**src/rtl/bp_pkg.sv**
```systemverilog
// Shared types and helpers for the branch-target buffer: counter encodings,
// invalidate sequencer states and saturating counter arithmetic.
package bp_pkg;

   localparam logic [1:0] SNT = 2'b00;
   localparam logic [1:0] WNT = 2'b01;
   localparam logic [1:0] WT  = 2'b10;
   localparam logic [1:0] ST  = 2'b11;

   typedef enum logic {
      IDLE  = 1'b0,
      CLEAR = 1'b1
   } bp_state_e;

   function automatic logic [1:0] sat_inc(input logic [1:0] c);
      return (c == ST) ? ST : c + 2'b01;
   endfunction

   function automatic logic [1:0] sat_dec(input logic [1:0] c);
      return (c == SNT) ? SNT : c - 2'b01;
   endfunction

endpackage

```
**src/rtl/bp_sat_counter.sv**
```systemverilog
// Next-state logic of a 2-bit saturating direction counter.
module bp_sat_counter
   import bp_pkg::*;
(
   input  logic [1:0] ctr,
   input  logic       taken,
   output logic [1:0] ctr_next
);

   assign ctr_next = taken ? sat_inc(ctr) : sat_dec(ctr);

endmodule

```
**src/rtl/branch_predictor_btb.sv**
```systemverilog
// Direct-mapped BTB with 2-bit counters: combinational fetch lookup, resolve-side
// training with registered mispredict flush, table-invalidate sequencer and stats.
module branch_predictor_btb
   import bp_pkg::*;
#(
   parameter int PC_W    = 32,
   parameter int ENTRIES = 16,
   parameter int STAT_W  = 16
) (
   input  logic              clk,
   input  logic              rst_n,
   input  logic [PC_W-1:0]   f_pc,
   output logic [PC_W-1:0]   f_pred_pc,
   output logic              f_pred_taken,
   input  logic              res_valid,
   input  logic [PC_W-1:0]   res_pc,
   input  logic              res_taken,
   input  logic [PC_W-1:0]   res_target,
   input  logic              res_pred_taken,
   input  logic [PC_W-1:0]   res_pred_pc,
   input  logic              inv_req,
   output logic              flush,
   output logic [PC_W-1:0]   redirect_pc,
   output logic              stall,
   output logic [STAT_W-1:0] stat_branches,
   output logic [STAT_W-1:0] stat_mispredicts
);

   localparam int IDX_W = $clog2(ENTRIES);
   localparam int TAG_W = PC_W - IDX_W - 2;

   logic             valid_q [ENTRIES];
   logic [TAG_W-1:0] tag_q   [ENTRIES];
   logic [PC_W-1:0]  tgt_q   [ENTRIES];
   logic [1:0]       ctr_q   [ENTRIES];

   bp_state_e        state_q, state_d;
   logic [IDX_W-1:0] clr_ptr_q, clr_ptr_d;

   // Fetch lookup; forced to miss while the table is being invalidated.
   logic [IDX_W-1:0] f_idx;
   logic [TAG_W-1:0] f_tag;
   logic             f_hit;

   assign f_idx        = f_pc[IDX_W+1:2];
   assign f_tag        = f_pc[PC_W-1:IDX_W+2];
   assign f_hit        = (state_q == IDLE) && valid_q[f_idx] && (tag_q[f_idx] == f_tag);
   assign f_pred_taken = f_hit && ctr_q[f_idx][1];
   assign f_pred_pc    = f_pred_taken ? tgt_q[f_idx] : f_pc + PC_W'(4);

   // res_valid qualifies the resolve bus for exactly the clock edge it is high
   // on; there is no back-pressure, every presented branch is consumed.
   logic [IDX_W-1:0] r_idx;
   logic [TAG_W-1:0] r_tag;
   logic             r_hit;
   logic [1:0]       r_ctr_next;
   logic [PC_W-1:0]  correct_pc;
   logic             mispredict;

   assign r_idx      = res_pc[IDX_W+1:2];
   assign r_tag      = res_pc[PC_W-1:IDX_W+2];
   assign r_hit      = valid_q[r_idx] && (tag_q[r_idx] == r_tag);
   assign correct_pc = res_taken ? res_target : res_pc + PC_W'(4);
   assign mispredict = res_valid &&
                       ((res_pred_taken != res_taken) || (res_pred_pc != correct_pc));

   bp_sat_counter u_res_ctr (
      .ctr      (ctr_q[r_idx]),
      .taken    (res_taken),
      .ctr_next (r_ctr_next)
   );

   always_comb begin
      state_d   = state_q;
      clr_ptr_d = clr_ptr_q;
      case (state_q)
         IDLE: begin
            if (inv_req) begin
               state_d   = CLEAR;
               clr_ptr_d = '0;
            end
         end
         CLEAR: begin
            clr_ptr_d = clr_ptr_q + 1'b1;
            if (clr_ptr_q == IDX_W'(ENTRIES - 1)) state_d = IDLE;
         end
         default: state_d = IDLE;
      endcase
   end

   always_ff @(posedge clk or negedge rst_n) begin
      if (!rst_n) begin
         state_q   <= IDLE;
         clr_ptr_q <= '0;
      end else begin
         state_q   <= state_d;
         clr_ptr_q <= clr_ptr_d;
      end
   end

   assign stall = (state_q == CLEAR);

   // Resolve writes are dropped during CLEAR so the sweep leaves a clean table.
   always_ff @(posedge clk or negedge rst_n) begin
      if (!rst_n) begin
         for (int i = 0; i < ENTRIES; i++) begin
            valid_q[i] <= 1'b0;
            tag_q[i]   <= '0;
            tgt_q[i]   <= '0;
            ctr_q[i]   <= WNT;
         end
      end else if (state_q == CLEAR) begin
         valid_q[clr_ptr_q] <= 1'b0;
         ctr_q[clr_ptr_q]   <= WNT;
      end else if (res_valid) begin
         if (r_hit) begin
            ctr_q[r_idx] <= r_ctr_next;
            if (res_taken) tgt_q[r_idx] <= res_target;
         end else if (res_taken) begin
            valid_q[r_idx] <= 1'b1;
            tag_q[r_idx]   <= r_tag;
            tgt_q[r_idx]   <= res_target;
            ctr_q[r_idx]   <= WT;
         end
      end
   end

   always_ff @(posedge clk or negedge rst_n) begin
      if (!rst_n) begin
         flush            <= 1'b0;
         redirect_pc      <= '0;
         stat_branches    <= '0;
         stat_mispredicts <= '0;
      end else begin
         flush <= mispredict;
         if (mispredict) redirect_pc <= correct_pc;
         if (res_valid && (stat_branches != '1))
            stat_branches <= stat_branches + STAT_W'(1);
         if (mispredict && (stat_mispredicts != '1))
            stat_mispredicts <= stat_mispredicts + STAT_W'(1);
      end
   end

endmodule

```
**config.mk**
```make
export PLATFORM = sky130hd
export DESIGN_NAME = branch_predictor_btb
export DESIGN_NICKNAME = d
export VERILOG_FILES = /design/src/rtl/bp_pkg.sv /design/src/rtl/bp_sat_counter.sv /design/src/rtl/branch_predictor_btb.sv
export SDC_FILE = /design/constraint.sdc
export NUM_CORES = 2
export LEC_CHECK = 0
export CAP_MARGIN = 20
export CELL_PAD_IN_SITES_DETAIL_PLACEMENT = 1
export CELL_PAD_IN_SITES_GLOBAL_PLACEMENT = 1
export CORE_MARGIN = 8
export CORE_UTILIZATION = 56
export CTS_CLUSTER_SIZE = 30
export DETAILED_ROUTE_END_ITERATION = 16
export GPL_ROUTABILITY_DRIVEN = 0
export HOLD_SLACK_MARGIN = 0.02
export PLACE_DENSITY = 0.87
export SETUP_SLACK_MARGIN = 0.4
export SYNTH_ARGS = -nofsm -noshare
export SYNTH_HDL_FRONTEND = slang
export SYNTH_SLANG_ARGS = --single-unit
```
**constraint.sdc**
```tcl
create_clock -name clk -period 12 [get_ports clk]
set_input_delay 3.6 -clock clk [delete_from_list [all_inputs] [get_ports clk]]
set_output_delay 3.6 -clock clk [all_outputs]
set_load 0.02 [all_outputs]
```
==> After elaboration in Yosys (flattened, before gate mapping) <==
Cells that the tools add are included.
{ "totals": {"regBits": 1046, "inputBits": 134, "wordCells": 178, "output_inout_bits": 99} }
{ "classes": {"magnitude_cmp": 5, "n_eq_ne": 10, "n_addsub": 7, "n_reduce_logical": 18, "n_bitwise": 14, "n_mux": 54} }
{ "ops": {"columns": ["cell", "n"], "rows": [
  ["$bwmux 512", 1],
  ["$bwmux 416", 1],
  ["$mux 32", 9],
  ["$bmux 26 s4", 2],
  ["$mux 26", 5],
  ["$bmux 32 s4", 1],
  ["$demux 32 s4", 1],
  ["$demux 26 s4", 1],
  ["$add 32x3->32 const B", 2],
  ["$mux 16", 4],
  ["$eq 26x26->1", 2],
  ["$and 16x16->16", 3],
  ["$not 16->16", 3],
  ["$or 16x16->16", 3],
  ["$add 16x1->16 const B", 2],
  ["$bwmux 32", 1],
  ["$ne 16x16->1 const B", 2],
  ["$ne 32x32->1", 1],
  ["$mux 2", 9],
  ["$bmux 2 s4", 2],
  ["$demux 2 s4", 2],
  ["$ge 5x5->1 const B", 3],
  ["$not 4->5", 3],
  ["$lt 5x1->1 const B", 2],
  ["other kinds (22)", 43]
]} }

==> Logic depth before layout (Yosys ltp) <==
{ "depth": {"word_depth": 11, "mapped_depth": 18, "ltp_nobuf": 11} }

==> Hierarchy <==
A second synthesis with hierarchy kept.
{ "hier_totals": {"hier_cells": 3836, "hier_area_um2": 55288.0} }
{ "by_module_without_submodules": {"columns": ["mod", "cells_per_inst", "area_per_inst_um2", "n_inst", "seq_area_each_um2"], "rows": [
  ["branch_predictor_btb", 3833, 55261.8, 1, 26195.1],
  ["bp_sat_counter", 3, 26.3, 1, 0.0]
]} }

==> Worst setup path before layout <==
No wires, ideal clock.
{ "synth_timing": {"path_type": "input to output", "from": "input port f_pc[2]", "to": "output port f_pred_pc[2]", "arrival_ps": 6951, "n_path_buf": 4, "stages": 11, "setup_slack_ps": 1449, "path_cell_list": "clkbuf_1 buf_1 mux4_2 mux4_2 xnor2_1 o211ai_1 nor4_1 and4_1 buf_2 buf_2 mux2i_1"} }
{ "synth_between": {"elab_chain_cells": 8, "word_cells_on_any_way": 19} }
{ "synth_lines": {"columns": ["element", "line_no", "source"], "rows": [
  ["start: declaration", "branch_predictor_btb.sv:12", "input logic [PC_W-1:0] f_pc,"],
  ["$not 4->5 (implied by the code) *", "branch_predictor_btb.sv:47, branch_predictor_btb.sv:48", null],
  ["$bmux 26 s4 / $bmux 1 s4 (equally long branches)", "branch_predictor_btb.sv:47", "assign f_hit = (state_q == IDLE) && valid_q[f_idx] && (tag_q[f_idx] == f_tag);"],
  ["$mux 26 (implied by the code) / $mux 1 (equally long branches) (2 in series)", "branch_predictor_btb.sv:47", null],
  ["$eq 26x26->1 / $logic_and 1x1->1 (equally long branches)", "branch_predictor_btb.sv:47", null],
  ["$logic_and 1x1->1", "branch_predictor_btb.sv:47", null],
  ["$logic_and 1x1->1 *", "branch_predictor_btb.sv:48", "assign f_pred_taken = f_hit && ctr_q[f_idx][1];"],
  ["named net f_pred_taken", "branch_predictor_btb.sv:14", "output logic f_pred_taken,"],
  ["$mux 32 *", "branch_predictor_btb.sv:49", "assign f_pred_pc = f_pred_taken ? tgt_q[f_idx] : f_pc + PC_W'(4);"],
  ["end: declaration", "branch_predictor_btb.sv:13", "output logic [PC_W-1:0] f_pred_pc,"]
]} }
The timed path passes the listed nets; every way through them passes the cells marked *. The select of a mux whose other input is x is not followed.

==> Final worst setup path <==
{ "layout_timing": {"from": "input port f_pc[3]", "to": "output port f_pred_pc[25]"} }
{ "layout_between": {"elab_chain_cells": 8, "word_cells_on_any_way": 19} }
{ "layout_lines": {"columns": ["element", "line_no"], "rows": [
  ["$not 4->5 (implied by the code)", "branch_predictor_btb.sv:47, branch_predictor_btb.sv:48, branch_predictor_btb.sv:49"],
  ["$bmux 26 s4 / $bmux 1 s4 (equally long branches)", "branch_predictor_btb.sv:47"],
  ["$mux 26 (implied by the code) / $mux 1 (equally long branches) (2 in series)", "branch_predictor_btb.sv:47"],
  ["$eq 26x26->1 / $logic_and 1x1->1 (equally long branches)", "branch_predictor_btb.sv:47"],
  ["$logic_and 1x1->1", "branch_predictor_btb.sv:47"],
  ["$logic_and 1x1->1", "branch_predictor_btb.sv:48"],
  ["$mux 32 *", "branch_predictor_btb.sv:49"]
]} }
Mark *: on every way between the ends. The rest lies on a longest branch, timed or not. The select of a mux whose other input is x is not followed.

==> impl_metrics.xml <==
<?xml version="1.0" encoding="UTF-8"?>
<metrics>
  <group name="cells_and_area">
    <metric name="area.sequential" unit="mm2">0.0262</metric>
    <metric name="syn2layout_area_growth" unit="%">12.8</metric>
    <metric name="final.fill_count" unit="">8589</metric>
    <metric name="final_common_cell" unit="">dfrtp_1</metric>
    <metric name="final_nets" unit="">4039</metric>
    <metric name="area_of_the_multi_input_gates" unit="mm2">0.0266</metric>
    <metric name="drive_above_1_share" unit="%">39.5</metric>
    <metric name="layout.cells.most_common_list" unit="">dfrtp_1 (1030), mux2_2 (817), mux4_2 (394)</metric>
    <metric name="post_layout_nonfiller_instances" unit="">5281</metric>
  </group>
  <group name="setup_path">
    <metric name="critical-path-max-stage-delay" unit="ns">0.57</metric>
    <metric name="critical_path.cell_chain" unit="">buf_8, buf_4, mux4_2, mux4_2, xnor2_1, and4_1, and4_2, buf_12, mux2_2, clkdlybuf4s50_1</metric>
    <metric name="critical_path.top_delay_family" unit="">buffers and inverters</metric>
    <metric name="setup.reg_to_reg.worst_slack" unit="ns">6.30</metric>
    <metric name="crit_path_top_cell_by_count" unit="">mux4_2</metric>
    <metric name="crit_slowest_cell" unit="">clkdlybuf4s50_1</metric>
    <metric name="crit_path_max_fanout" unit="">67</metric>
    <metric name="critical_path.startpoint_type" unit="">input pin</metric>
    <metric name="cp.arrival" unit="ns">7.93</metric>
    <metric name="worst_ep_required_time" unit="ns">8.40</metric>
    <metric name="setup.worst_path.end_class" unit="">primary output</metric>
    <metric name="crit-reg2reg-capture" unit="">tag_q[156]</metric>
    <metric name="critical_path_buf_inv_count" unit="">4</metric>
    <metric name="criticalPathCategory" unit="">in2out</metric>
    <metric name="worstReg2RegStart" unit="">tag_q[247]</metric>
    <metric name="r2r.worst_path.cells" unit="">10</metric>
  </group>
  <group name="clock_tree">
    <metric name="cts_tree" unit="">done</metric>
    <metric name="cts.root.buffer_cell" unit="">clkbuf_16</metric>
    <metric name="numCtsBuffers" unit="">111</metric>
    <metric name="cts.hold.buffers_added" unit="">0</metric>
    <metric name="worstSkewPairLatency" unit="ns">0.74</metric>
    <metric name="cts.repair_timing.setup_buffer_count" unit="">0</metric>
    <metric name="clk_pin_slew" unit="ns">0.06</metric>
    <metric name="clk_path_buf_depth" unit="">3</metric>
    <metric name="cts_repair_resize_count" unit="">0</metric>
    <metric name="cts.sink_count" unit="">1046</metric>
    <metric name="cts.htree.levels" unit="">3</metric>
  </group>
  <group name="sta">
    <metric name="totalNegativeSetupSlack" unit="ns">0</metric>
    <metric name="hold_viol" unit="">0</metric>
    <metric name="fin_ws" unit="ns">0.472</metric>
    <metric name="post-route-min-period" unit="ns">11.53</metric>
    <metric name="setup_viol" unit="">0</metric>
    <metric name="maxClockFrequency" unit="MHz">86.7</metric>
    <metric name="slew_headroom" unit="%">19.9</metric>
    <metric name="rsz0062_at_grt" unit="">no</metric>
    <metric name="fin_skew" unit="ns">0.0436</metric>
    <metric name="final-max-slew-violation-count" unit="">0</metric>
    <metric name="worst_slew_pin_slew" unit="ns">1.20</metric>
    <metric name="post-route-period-util" unit="%">96.1</metric>
  </group>
  <group name="logic_synthesis">
    <metric name="synth_top_cell_area_share" unit="%">47.3</metric>
    <metric name="async_set_or_reset_register_ratio_after_synthesis" unit="%">100</metric>
    <metric name="synthesis.nets" unit="">3940</metric>
    <metric name="synth_warnings" unit="">0</metric>
    <metric name="synthesis.instances" unit="">3795</metric>
    <metric name="post_synth_instance_area" unit="mm2">0.0545</metric>
    <metric name="distinct_cells_synth" unit="">86</metric>
    <metric name="synth_enable_flop_cells" unit="">0</metric>
    <metric name="synth-seq-area-share" unit="%">48.1</metric>
    <metric name="synth.largest_area_cell" unit="">dfrtp_1</metric>
    <metric name="postSynth.topFlopCell" unit="">dfrtp_1</metric>
    <metric name="synth.area.top_cells" unit="">dfrtp_1 (47%), mux2_2 (17%), mux4_2 (16%)</metric>
    <metric name="synth.avg_cell_area" unit="um2">14.4</metric>
    <metric name="synth-seq-cells" unit="">1046</metric>
  </group>
  <group name="floorplanning">
    <metric name="start_util" unit="%">56.4</metric>
    <metric name="io_pins" unit="">233</metric>
    <metric name="die-height" unit="um">328</metric>
    <metric name="fp.dieW" unit="um">328</metric>
    <metric name="design.die.area" unit="mm2">0.108</metric>
    <metric name="rows" unit="">114</metric>
    <metric name="core_area" unit="mm2">0.0966</metric>
  </group>
  <group name="power">
    <metric name="switching_share" unit="%">29.4</metric>
    <metric name="power_per_unit_of_standard_cell_area" unit="mW/mm2">162</metric>
    <metric name="power_leakage" unit="nW">28.3</metric>
    <metric name="cell_internal_pwr" unit="W">0.00701</metric>
    <metric name="power.ir.vdd_worst" unit="mV">0.123</metric>
    <metric name="netSwitchingPower" unit="W">0.00292</metric>
    <metric name="share_clk_of_total_power" unit="%">35.3</metric>
    <metric name="power_frac_comb" unit="%">19.0</metric>
    <metric name="power_frac_seq" unit="%">45.7</metric>
  </group>
  <group name="detailed_routing">
    <metric name="drc" unit="">0</metric>
    <metric name="ant_nets" unit="">0</metric>
    <metric name="drt-wirelength-per-cell" unit="um">37.1</metric>
    <metric name="vias_per_cell" unit="">7.18</metric>
    <metric name="drt-total-wl" unit="um">196000</metric>
    <metric name="via_count" unit="">37900</metric>
    <metric name="detail_route.first_pass.iterations" unit="">5</metric>
    <metric name="detailedRoute.firstIterationViolations" unit="">4461</metric>
  </group>
  <group name="placement">
    <metric name="port-buffer-count" unit="">232</metric>
    <metric name="detailedPlacementHpwl" unit="um">122000</metric>
    <metric name="placedCellCount" unit="">5052</metric>
    <metric name="preCtsSetupSlack" unit="ns">0.681</metric>
  </group>
  <group name="worst_hold_path">
    <metric name="hold-path-endpoint" unit="">stat_branches[9]</metric>
    <metric name="min_from" unit="">stat_branches[9]</metric>
    <metric name="holdCritPathClass" unit="">reg2reg</metric>
    <metric name="holdPathStages" unit="">1</metric>
  </group>
  <group name="run">
    <metric name="max-cap-violations" unit="">0</metric>
  </group>
  <group name="grt">
    <metric name="gr-usage-all-layers" unit="%">36.1</metric>
    <metric name="gr-total-overflow" unit="">0</metric>
    <metric name="pin_count_of_the_biggest_net_entering_global_routing" unit="">186</metric>
    <metric name="grt_antenna_before_repair" unit="">24</metric>
    <metric name="grt_pass1_vias" unit="">41600</metric>
    <metric name="grt_pass1_wl" unit="um">290000</metric>
  </group>
  <group name="run_status">
    <metric name="run_status" unit="">finished clean</metric>
  </group>
</metrics>
## how the worst max path moves through the flow
stage,startpoint,cells after the start,end,slack (ns)
2_1_floorplan,f_pc[2],11,f_pred_pc[2],1.45
3_3_place_gp,f_pc[2],11,f_pred_pc[27],0.77
3_5_place_dp,f_pc[3],10,f_pred_pc[13],0.68
4_1_cts,f_pc[2],11,f_pred_pc[2],0.50
5_1_grt,f_pc[2],11,f_pred_pc[2],0.42
6_report,f_pc[3],10,f_pred_pc[25],0.47
## synthesized netlist by cell type (14+ instances only)
cell and n:
o21ai_0 67, xnor2_1 128, nor2_1 85, a21oi_1 37
buf_6 29, o22ai_1 26, mux2_2 817, inv_1 27
buf_1 96, dfstp_2 16, mux2_1 171, nor3_1 20
clkbuf_1 180, nor4_1 14, nand2_1 155, nand4_1 33
xor2_1 46, mux4_2 394, a22oi_1 14, buf_4 19
mux2i_1 55, and3_1 23, nand3_1 72, dfrtp_1 1030
buf_2 26
## cell families (layout without fill, tap and decap cells)
group / after synthesis / count (layout) / synth area share, %
compound gates: 245 / 245 / 2.95
buf+inv: 380 / 575 / 3.24
flops: 1046 / 1046 / 48.1
other cells: 0 / 15 / 0
mux: 1439 / 1439 / 37.8
xor+xnor: 175 / 175 / 2.84
simple gates: 497 / 497 / 4.82
fa+ha+maj: 13 / 13 / 0.289
## power groups by stage
stage / sequential [W] / combinational [W] / clock, W
floorplan: 0.00439 / 0.00119 / 0
global placement: 0.00446 / 0.00171 / 0
detailed placement: 0.00454 / 0.00183 / 0
CTS: 0.00450 / 0.00186 / 0.00352
global route: 0.00457 / 0.00199 / 0.00365
finish: 0.00454 / 0.00188 / 0.00351
## cell type report
cell class / count / share of cell area, %
multi-input combinational: 2369 / 43.3
timing repair buffer: 337 / 5.30
clock buffer: 165 / 5.34
antenna: 15 / 0.0611
inverter: 29 / 0.177
tap: 1276 / 2.60
sequential: 1046 / 42.6
clock inverter: 44 / 0.633
## through the flow
step	util [%]	instance area, um2	total power [W]	hold slack [ns]
after floorplan	-	54500	0.00558	0.460
after global placement	59.7	57600	0.00618	0.480
after detailed placement	59.7	57600	0.00636	0.482
after CTS	63.5	61300	0.00989	0.493
after global routing	63.6	61400	0.0102	0.518
final	63.6	61500	0.00993	0.485
## flip-flops by register name (all words and copies together) (netlist names)
| name | count |
|---|---|
| tgt_q | 512 |
| ctr_q | 32 |
| stat_branches | 16 |
| stat_mispredicts | 16 |
| stall | 1 |
| redirect_pc | 32 |
| flush | 1 |
| valid_q | 16 |
| clr_ptr_q | 4 |
| tag_q | 416 |
## per-layer routing
layer	vias up	track usage (%)	wire [um]
met1	20200	44.6	70000
met5	-	0	93
met3	768	11.5	21000
li1	14500	-	-
met2	2465	56.4	92600
met4	12	20.6	12300
(Power assumes the default switching activity.)
